[src/rtl/mips_muldiv_pkg.sv]
// Shared types and constants for the HI/LO multiply/divide unit.
// The MULDIV_FAST_MULT_EN build macro (see mips_muldiv_unit) uses these unchanged.
package mips_muldiv_pkg;

  localparam int unsigned MD_ITER       = 32;
  localparam logic [31:0] MD_DIVZERO_LO = 32'hFFFFFFFF;

  typedef enum logic [1:0] {
    MD_MULT  = 2'b00,
    MD_MULTU = 2'b01,
    MD_DIV   = 2'b10,
    MD_DIVU  = 2'b11
  } md_op_t;

  typedef enum logic [1:0] {
    IDLE,
    RUN,
    FIX
  } md_state_t;

  function automatic logic md_is_signed(input md_op_t op);
    return (op == MD_MULT) || (op == MD_DIV);
  endfunction

  function automatic logic md_is_div(input md_op_t op);
    return (op == MD_DIV) || (op == MD_DIVU);
  endfunction

endpackage

[src/rtl/mips_muldiv_step.sv]
// One combinational iteration: radix-2 shift-add multiply or restoring shift-subtract divide.
// Accumulator holds {partial, multiplier} for multiply and {remainder, quotient} for divide.
module mips_muldiv_step #(
  parameter int unsigned W = 32
) (
  input  logic             is_div,
  input  logic [2*W-1:0]   acc_in,
  input  logic [W-1:0]     m,
  output logic [2*W-1:0]   acc_out
);

  logic [W:0]   sum;
  logic [W:0]   trial;
  logic [W-1:0] diff;
  logic         ge;

  always_comb begin
    sum   = {1'b0, acc_in[2*W-1:W]} + (acc_in[0] ? {1'b0, m} : '0);
    trial = {acc_in[2*W-1:W], acc_in[W-1]};
    ge    = (trial >= {1'b0, m});
    // When ge holds the true difference is below m, so modular W-bit subtraction is exact.
    diff  = trial[W-1:0] - m;
    if (is_div) begin
      acc_out = {(ge ? diff : trial[W-1:0]), acc_in[W-2:0], ge};
    end else begin
      acc_out = {sum, acc_in[W-1:1]};
    end
  end

endmodule

[src/rtl/mips_muldiv_unit.sv]
// Multi-cycle MULT/MULTU/DIV/DIVU unit owning HI/LO; MTHI/MTLO abort any operation in flight.
// Build macro MULDIV_FAST_MULT_EN: MULT/MULTU commit in a single cycle; divides stay iterative.
module mips_muldiv_unit
  import mips_muldiv_pkg::*;
#(
  parameter int unsigned DATA_W = 32,
  parameter int unsigned ITER   = MD_ITER
) (
  input  logic              clk,
  input  logic              reset,
  input  logic              op_start,
  input  logic [1:0]        op_code,
  input  logic [DATA_W-1:0] op_a,
  input  logic [DATA_W-1:0] op_b,
  input  logic              hi_we,
  input  logic              lo_we,
  input  logic [DATA_W-1:0] wdata,
  output logic [DATA_W-1:0] hi,
  output logic [DATA_W-1:0] lo,
  output logic              busy,
  output logic              done
);

  localparam int unsigned CntW = $clog2(ITER);

  md_state_t           state_q, state_d;
  md_op_t              op_q, op_d;
  logic                sa_q, sa_d, sb_q, sb_d, dz_q, dz_d;
  logic                busy_q, busy_d, done_q, done_d;
  logic [DATA_W-1:0]   m_q, m_d, hi_q, hi_d, lo_q, lo_d;
  logic [2*DATA_W-1:0] acc_q, acc_d, acc_step;
  logic [CntW-1:0]     cnt_q, cnt_d;

  md_op_t              start_op;
  logic                start_sa, start_sb, start_div;
  logic [DATA_W-1:0]   abs_a, abs_b;
  logic [2*DATA_W-1:0] prod;
  logic [DATA_W-1:0]   quo, rem;
`ifdef MULDIV_FAST_MULT_EN
  logic [2*DATA_W-1:0] fast_mag;
`endif

  mips_muldiv_step #(
    .W (DATA_W)
  ) u_step (
    .is_div  (md_is_div(op_q)),
    .acc_in  (acc_q),
    .m       (m_q),
    .acc_out (acc_step)
  );

  always_comb begin
    start_op  = md_op_t'(op_code);
    start_div = md_is_div(start_op);
    start_sa  = md_is_signed(start_op) & op_a[DATA_W-1];
    start_sb  = md_is_signed(start_op) & op_b[DATA_W-1];
    abs_a     = start_sa ? -op_a : op_a;
    abs_b     = start_sb ? -op_b : op_b;
`ifdef MULDIV_FAST_MULT_EN
    fast_mag  = {{DATA_W{1'b0}}, abs_a} * {{DATA_W{1'b0}}, abs_b};
`endif
    prod      = (sa_q ^ sb_q) ? -acc_q : acc_q;
    quo       = (sa_q ^ sb_q) ? -acc_q[DATA_W-1:0] : acc_q[DATA_W-1:0];
    rem       = sa_q ? -acc_q[2*DATA_W-1:DATA_W] : acc_q[2*DATA_W-1:DATA_W];
  end

  always_comb begin
    state_d = state_q;
    op_d    = op_q;
    sa_d    = sa_q;
    sb_d    = sb_q;
    dz_d    = dz_q;
    m_d     = m_q;
    acc_d   = acc_q;
    cnt_d   = cnt_q;
    hi_d    = hi_q;
    lo_d    = lo_q;
    busy_d  = busy_q;
    done_d  = 1'b0;
    if (hi_we || lo_we) begin
      // An MT write abandons any operation and beats a simultaneous op_start.
      if (hi_we) hi_d = wdata;
      if (lo_we) lo_d = wdata;
      state_d = IDLE;
      busy_d  = 1'b0;
      cnt_d   = '0;
    end else if (op_start) begin
      op_d  = start_op;
      sa_d  = start_sa;
      sb_d  = start_sb;
      dz_d  = (op_b == '0);
      cnt_d = '0;
      if (start_div) begin
        acc_d = {{DATA_W{1'b0}}, abs_a};
        m_d   = abs_b;
      end else begin
        acc_d = {{DATA_W{1'b0}}, abs_b};
        m_d   = abs_a;
      end
      state_d = RUN;
      busy_d  = 1'b1;
`ifdef MULDIV_FAST_MULT_EN
      if (!start_div) begin
        {hi_d, lo_d} = (start_sa ^ start_sb) ? -fast_mag : fast_mag;
        done_d       = 1'b1;
        state_d      = IDLE;
        busy_d       = 1'b0;
      end
`endif
    end else begin
      unique case (state_q)
        RUN: begin
          acc_d = acc_step;
          cnt_d = cnt_q + 1'b1;
          if (cnt_q == CntW'(ITER - 1)) state_d = FIX;
        end
        FIX: begin
          if (md_is_div(op_q)) begin
            // Divide by zero: the remainder path already reproduces op_a, only LO is forced.
            lo_d = dz_q ? {DATA_W{1'b1}} : quo;
            hi_d = rem;
          end else begin
            {hi_d, lo_d} = prod;
          end
          done_d  = 1'b1;
          busy_d  = 1'b0;
          state_d = IDLE;
        end
        default: ;
      endcase
    end
  end

  always_ff @(posedge clk or negedge reset) begin
    if (!reset) begin
      state_q <= IDLE;
      op_q    <= MD_MULT;
      sa_q    <= 1'b0;
      sb_q    <= 1'b0;
      dz_q    <= 1'b0;
      m_q     <= '0;
      acc_q   <= '0;
      cnt_q   <= '0;
      hi_q    <= '0;
      lo_q    <= '0;
      busy_q  <= 1'b0;
      done_q  <= 1'b0;
    end else begin
      state_q <= state_d;
      op_q    <= op_d;
      sa_q    <= sa_d;
      sb_q    <= sb_d;
      dz_q    <= dz_d;
      m_q     <= m_d;
      acc_q   <= acc_d;
      cnt_q   <= cnt_d;
      hi_q    <= hi_d;
      lo_q    <= lo_d;
      busy_q  <= busy_d;
      done_q  <= done_d;
    end
  end

  assign hi   = hi_q;
  assign lo   = lo_q;
  assign busy = busy_q;
  assign done = done_q;

endmodule

[config.mk]
export PLATFORM = sky130hd
export DESIGN_NAME = mips_muldiv_unit
export DESIGN_NICKNAME = d
export VERILOG_FILES = /design/src/rtl/mips_muldiv_pkg.sv /design/src/rtl/mips_muldiv_step.sv /design/src/rtl/mips_muldiv_unit.sv
export SDC_FILE = /design/constraint.sdc
export NUM_CORES = 1
export LEC_CHECK = 0
export CAP_MARGIN = 20
export CORE_AREA = 2 2 171 206
export DETAILED_ROUTE_END_ITERATION = 10
export DIE_AREA = 0 0 173 208
export PLACE_DENSITY = 0.73
export RECOVER_POWER = 25
export SYNTH_ARGS = -nofsm -noshare
export SYNTH_HDL_FRONTEND = slang
export SYNTH_SLANG_ARGS = --single-unit
[constraint.sdc]
create_clock -name clk -period 4 [get_ports clk]
set_input_delay 0.8 -clock clk [delete_from_list [all_inputs] [get_ports clk]]
set_output_delay 0.8 -clock clk [all_outputs]
set_load 0.01 [all_outputs]
# --- Word level (Yosys, flattened, before mapping) ---
# Index checks and enable logic that the tools add are counted.
word_totals:
  register_bits: 174
  input_bits: 103
op_classes:
  add_sub_neg: 8
  magnitude_cmp: 1
  eq_ne: 11
  n_mux: 36
  bitwise: 4
  n_reduce_logical: 16
op_table:
  columns: ["operator", "n"]
  rows:
  - ["$mux 32", 19]
  - ["$mux 64", 4]
  - ["$neg 32->32", 4]
  - ["$neg 64->64", 1]
  - ["$add 32x33->33", 1]
  - ["$ge 33x32->1", 1]
  - ["$logic_not 32->1", 1]
  - ["$sub 32x32->32", 1]
  - ["$mux 5", 3]
  - ["$eq 2x2->1 const B", 5]
  - ["$mux 1", 6]
  - ["$mux 2", 3]
  - ["$reduce_and 2->1", 3]
  - ["$reduce_and 3->1", 2]
  - ["$reduce_bool 3->1", 2]
  - ["$add 5x1->5 const B", 1]
  - ["$eq 5x5->1 const B", 1]
  - ["$logic_or 1x1->1", 4]
  - ["$ne 2x2->1 const B", 2]
  - ["$ne 4x4->1 const B", 1]
  - ["$pmux 2 s2", 1]
  - ["$reduce_bool 2->1", 2]
  - ["$reduce_bool 4->1", 1]
  - ["$and 1x1->1", 2]
  - ["other kinds (5)", 5]

# --- Depth between registers and ports, before layout ---
logic_depth:
  depth_word: 7
  mapped_depth: 14
  mapped_depth_nobuf: 13

# --- Modules after synthesis ---
# A second synthesis with hierarchy kept.
hier_totals:
  cells_unflattened: 1919
  hier_area_um2: 15312.2
by_module_without_submodules:
  columns: ["module", "n_inst", "cells_per_inst", "area_per_inst_um2", "seq_area_each_um2"]
  rows:
  - ["mips_muldiv_unit", 1, 1230, 10642.7, 4329.2]
  - ["mips_muldiv_step", 1, 689, 4669.5, 0.0]

# --- Least setup slack after synthesis ---
# No wires, ideal clock.
synth_timing:
  path_kind: "reg2reg"
  start: "register acc_q[0]"
  end: "register acc_q[60]"
  setup_ps: 134
  arrival_time_ps: 2922
  path_slack_ps: 943
  stages_incl_launch_ff: 15
  period_less_slack_ps: 3057
  path_cell_list: "dfrtp_1 -> inv_1 -> clkbuf_1 -> nor2_1 -> ha_1 -> clkbuf_1 -> and3_1 -> nand2_1 -> or4_1 -> a211oi_1 -> o21ai_0 -> a21oi_1 -> xor2_1 -> a22oi_1 -> o21ai_0"
synth_between:
  elab_chain_len: 5
synth_rtl:
  columns: ["element", "line_no", "text"]
  rows:
  - ["from (decl)", "mips_muldiv_unit.sv:31", "logic [2*DATA_W-1:0] acc_q, acc_d, acc_step;"]
  - ["from (signal assigned)", "mips_muldiv_unit.sv:142", "acc_q <= '0;"]
  - ["from (signal assigned)", "mips_muldiv_unit.sv:155", "acc_q <= acc_d;"]
  - ["$mux 32", "mips_muldiv_step.sv:18", "sum = {1'b0, acc_in[2*W-1:W]} + (acc_in[0] ? {1'b0, m} : '0);"]
  - ["$add 32x33->33", "mips_muldiv_step.sv:18", null]
  - ["$mux 64", "mips_muldiv_step.sv:23", "if (is_div) begin"]
  - ["$mux 64", "mips_muldiv_unit.sv:111", "unique case (state_q)"]
  - ["$mux 64", "mips_muldiv_unit.sv:87", "end else if (op_start) begin"]
# No other way between the ends. The select of a mux whose other input is x is not followed.
# A chain may end at the register's enable or synchronous reset.

# --- Final worst setup path ---
layout_timing:
  start: "register acc_q[32]"
  end: "register acc_q[46]"
layout_between:
  elab_chain_len: 5
  word_cells_on_any_way: 7
  classes_between: "add/sub (2); order compare (1); mux (4)"
layout_rtl:
  columns: ["element", "line_no", "text"]
  rows:
  - ["$sub 32x32->32 or $ge 33x32->1 (tied branches)", "mips_muldiv_step.sv:22, mips_muldiv_step.sv:20", null]
  - ["$mux 32", "mips_muldiv_step.sv:24", "acc_out = {(ge ? diff : trial[W-1:0]), acc_in[W-2:0], ge};"]
  - ["$mux 64 (*)", "mips_muldiv_step.sv:23", null]
  - ["$mux 64 (*)", "mips_muldiv_unit.sv:111", null]
  - ["$mux 64 (*)", "mips_muldiv_unit.sv:87", null]
# Mark *: on every way between the ends. The rest lies on a longest branch, timed or not. The select of a mux whose other input is x is not followed.

==> flow_metrics.env <==
export IMPL_cp_max_fo=18
export IMPL_cts_resized=0
export IMPL_synth_enable_flop_cells=0
export IMPL_yosys_top_cells_area="dfrtp_1, a21oi_1, o21ai_0"
export IMPL_power_frac_seq=0.324
export IMPL_power_frac_clock=0.248
export IMPL_cp_cell_sequence="ha_1 > nor2b_1 > o21ai_0 > nand2_1 > a221o_1 > a21o_1 > a31oi_4 > buf_4 > buf_4 > mux2i_1 > o21ai_0"
export IMPL_r2r_cells=11
export IMPL_ios=169
export IMPL_slowest_delay_ps=520
export IMPL_drv_cap=1
export IMPL_worstSetupEndpointType="register"
export IMPL_worstReg2RegStart="acc_q[32]"
export IMPL_fin_hold_ws_ps=478
export IMPL_tns_ps=0
export IMPL_synth_area_um2=15100
export IMPL_syn_nets=2165
export IMPL_worstHoldEndpoint="lo[17]"
export IMPL_wl_per_cell_um=21.0
export IMPL_rsz0062_at_grt="false"
export IMPL_dieWidth_um=173
export IMPL_grtUsageTotal=0.295
export IMPL_avgSynthCellArea_um2=7.60
export IMPL_overflow=0
export IMPL_num_vias=15700
export IMPL_ys_flop_type="dfrtp_1"
export IMPL_skew_ps=12.9
export IMPL_p_per_area_nw_per_um2=398
export IMPL_post_cts_buffers=0
export IMPL_hold_start="lo[17]"
export IMPL_crit_slowest_cell="dfrtp_1"
export IMPL_start_util=0.446
export IMPL_synth_top_cell_area_share=0.286
export IMPL_setup_violations=0
export IMPL_synth_top_cell_by_area="dfrtp_1"
export IMPL_multiInputGateArea_um2=10100
export IMPL_die_area_um2=36000
export IMPL_finalWeightedCongestion=0.984
export IMPL_drt_total_wl_um=54300
export IMPL_cts_tree="yes"
export IMPL_netlist_cell_type_count=73
export IMPL_path_clk_slew_ps=70
export IMPL_finalNonFillerCells=2589
export IMPL_fp_row_count=74
export IMPL_cp_required_ps=4320
export IMPL_leakagePower_nw=8.00
export IMPL_dr_pass1_iters=6
export IMPL_clkSinkCount=173
export IMPL_cpLargestDelayFamily="compound AO/OA/AOI/OAI gates"
export IMPL_worst_slew_margin_rel=-0.324
export IMPL_grt_pass1_wl_um=83800
export IMPL_postRouteAntennaNets=0
export IMPL_port_buffers=168
export IMPL_period_minus_slack_ps=3580
export IMPL_drive_gt1_frac=0.0624
export IMPL_coreArea_um2=33900
export IMPL_crit_buf_inv=2
export IMPL_clockBufferDepth=2
export IMPL_critical_path_class="reg2reg"
export IMPL_cp_data_arrival_time_ps=3900
export IMPL_reg2reg_slack_ps=420
export IMPL_n_fill_cell=3241
export IMPL_max_freq_mhz=279
export IMPL_grt_pass1_vias=15000
export IMPL_dp_cells=2558
export IMPL_r2r_end="acc_q[46]"
export IMPL_final_common_cell="a21oi_1"
export IMPL_p_int_w=0.00424
export IMPL_place_hpwl_um=42500
export IMPL_yosysWarnings=0
export IMPL_remaining_drc_errors=0
export IMPL_ys_ff_latch=173
export IMPL_hp_class="reg2reg"
export IMPL_finalPower_w=0.00720
export IMPL_grt_start_max_net_pins=82
export IMPL_status="finished with violations"
export IMPL_seq_area_um2=4330
export IMPL_vias_per_cell=6.06
export IMPL_numCtsBuffers=17
export IMPL_final_util=0.534
export IMPL_n_antenna_cell=0
export IMPL_fin_nets=2298
export IMPL_hold_buffers=0
export IMPL_die_h_um=208
export IMPL_worst_slew_pin_transition_ps=1990
export IMPL_net_switching_power_w=0.00296
export IMPL_violations="capacitance limit, slew limit"
export IMPL_ctsRootBufferMaster="clkbuf_16"
export IMPL_mostFrequentLayoutCells="a21oi_1, nand2_1, o21ai_0"
export IMPL_cts_htree_levels=4
export IMPL_area_delta_synth_final_pct=19.8
export IMPL_slew_violations=76
export IMPL_fin_crit_sh=0.894
export IMPL_synth_cells=1988
export IMPL_clk_latency_ps=440
export IMPL_ir_drop_uv=361
export IMPL_drt_iter0_drc=1405
export IMPL_hold_path_depth=2
export IMPL_antenna_found_initial=1
export IMPL_power_frac_comb=0.429
export IMPL_ys_seq_area_frac=0.286
export IMPL_asyncSetResetFlopFracSynth=1.00
export IMPL_final_hold_viol_count=0
export IMPL_worst_setup_path_start_kind="register"
export IMPL_switching_share=0.411
-- power by group through the flow --
stage               registers [W]  logic (W)  clock network [W]
floorplan                 0.00224    0.00201                  0
global placement          0.00234    0.00299                  0
detailed placement        0.00235    0.00304                  0
CTS                       0.00232    0.00305            0.00179
global route              0.00237    0.00337            0.00186
finish                    0.00233    0.00309            0.00178
-- registers in the layout, summed over array words and instances, names as in the netlist, 2 cells and up --
name	count
hi	32
cnt_q	5
acc_q	64
lo	32
m_q	32
state_q	2
-- how the worst max path moves through the flow --
| stage | start | to | slack, ps | cells past startpoint |
|---|---|---|---|---|
| floorplan | acc_q[0] | acc_q[60] | 940 | 14 |
| global placement | op_b[2] | acc_q[30] | 360 | 10 |
| detailed placement | op_b[8] | acc_q[28] | 320 | 10 |
| CTS | acc_q[32] | acc_q[46] | 500 | 11 |
| global route | acc_q[32] | acc_q[33] | 280 | 11 |
| finish | acc_q[32] | acc_q[46] | 420 | 11 |
-- tightest hold or removal path, cell delays in order (launching register included) --
cell and delay, ps:
dfrtp_1 340, nand2_1 50, o21ai_0 60
-- Yosys cell counts (5+ instances only) --
cell type / number
inv_1: 67
ha_1: 72
and2_1: 7
o211ai_1: 19
nor2b_1: 13
mux2i_1: 56
o22ai_1: 40
buf_1: 8
mux2_2: 5
a21o_1: 34
nor3_1: 50
nor2_1: 201
nand3_1: 28
o21ai_1: 6
nand2b_1: 18
buf_2: 7
a21oi_1: 228
o21bai_1: 5
and3_1: 20
nand4_1: 12
a31oi_1: 28
xnor2_1: 94
clkbuf_1: 105
o221ai_1: 13
o21a_1: 7
nand2_1: 213
dfrtp_1: 173
o21ai_0: 206
a211oi_1: 13
or3_1: 13
nor4_1: 13
a22oi_1: 16
a21boi_0: 5
o41ai_1: 9
or4_1: 13
xor2_1: 81
o31ai_1: 22
-- per-stage QoR --
stage | cell area, um2 | setup slack, ps
after detailed placement | 17500 | 322
after floorplan | 15100 | 943
after CTS | 18100 | 505
after global placement | 17500 | 359
final | 18100 | 422
after global routing | 18100 | 282
-- area by class of cell --
class	count	share of cell area
Timing Repair Buffer	238	0.123
Tap cell	456	0.0315
Clock buffer	18	0.0243
Clock inverter	13	0.00968
Sequential cell	173	0.239
Inverter	71	0.0147
Multi-Input combinational cell	1620	0.557
-- layer usage --
metal | GRT usage | wire, um | vias to the layer above
met5 | 0 | 0 | -
met2 | 0.491 | 25500 | 724
li1 | - | - | 7409
met1 | 0.363 | 21600 | 7409
met4 | 0.178 | 3480 | 0
met3 | 0.0417 | 3740 | 151
-- kinds of logic after synthesis --
| kind of cell | count (synthesis) | share of synthesized area |
|---|---|---|
| compound gates | 688 | 0.270 |
| xor+xnor | 175 | 0.101 |
| fa+ha+maj | 74 | 0.0623 |
| buf+inv | 195 | 0.0502 |
| flops | 173 | 0.286 |
| mux | 61 | 0.0408 |
| simple gates | 622 | 0.189 |
Note: power is estimated with default switching activity, not from simulation.
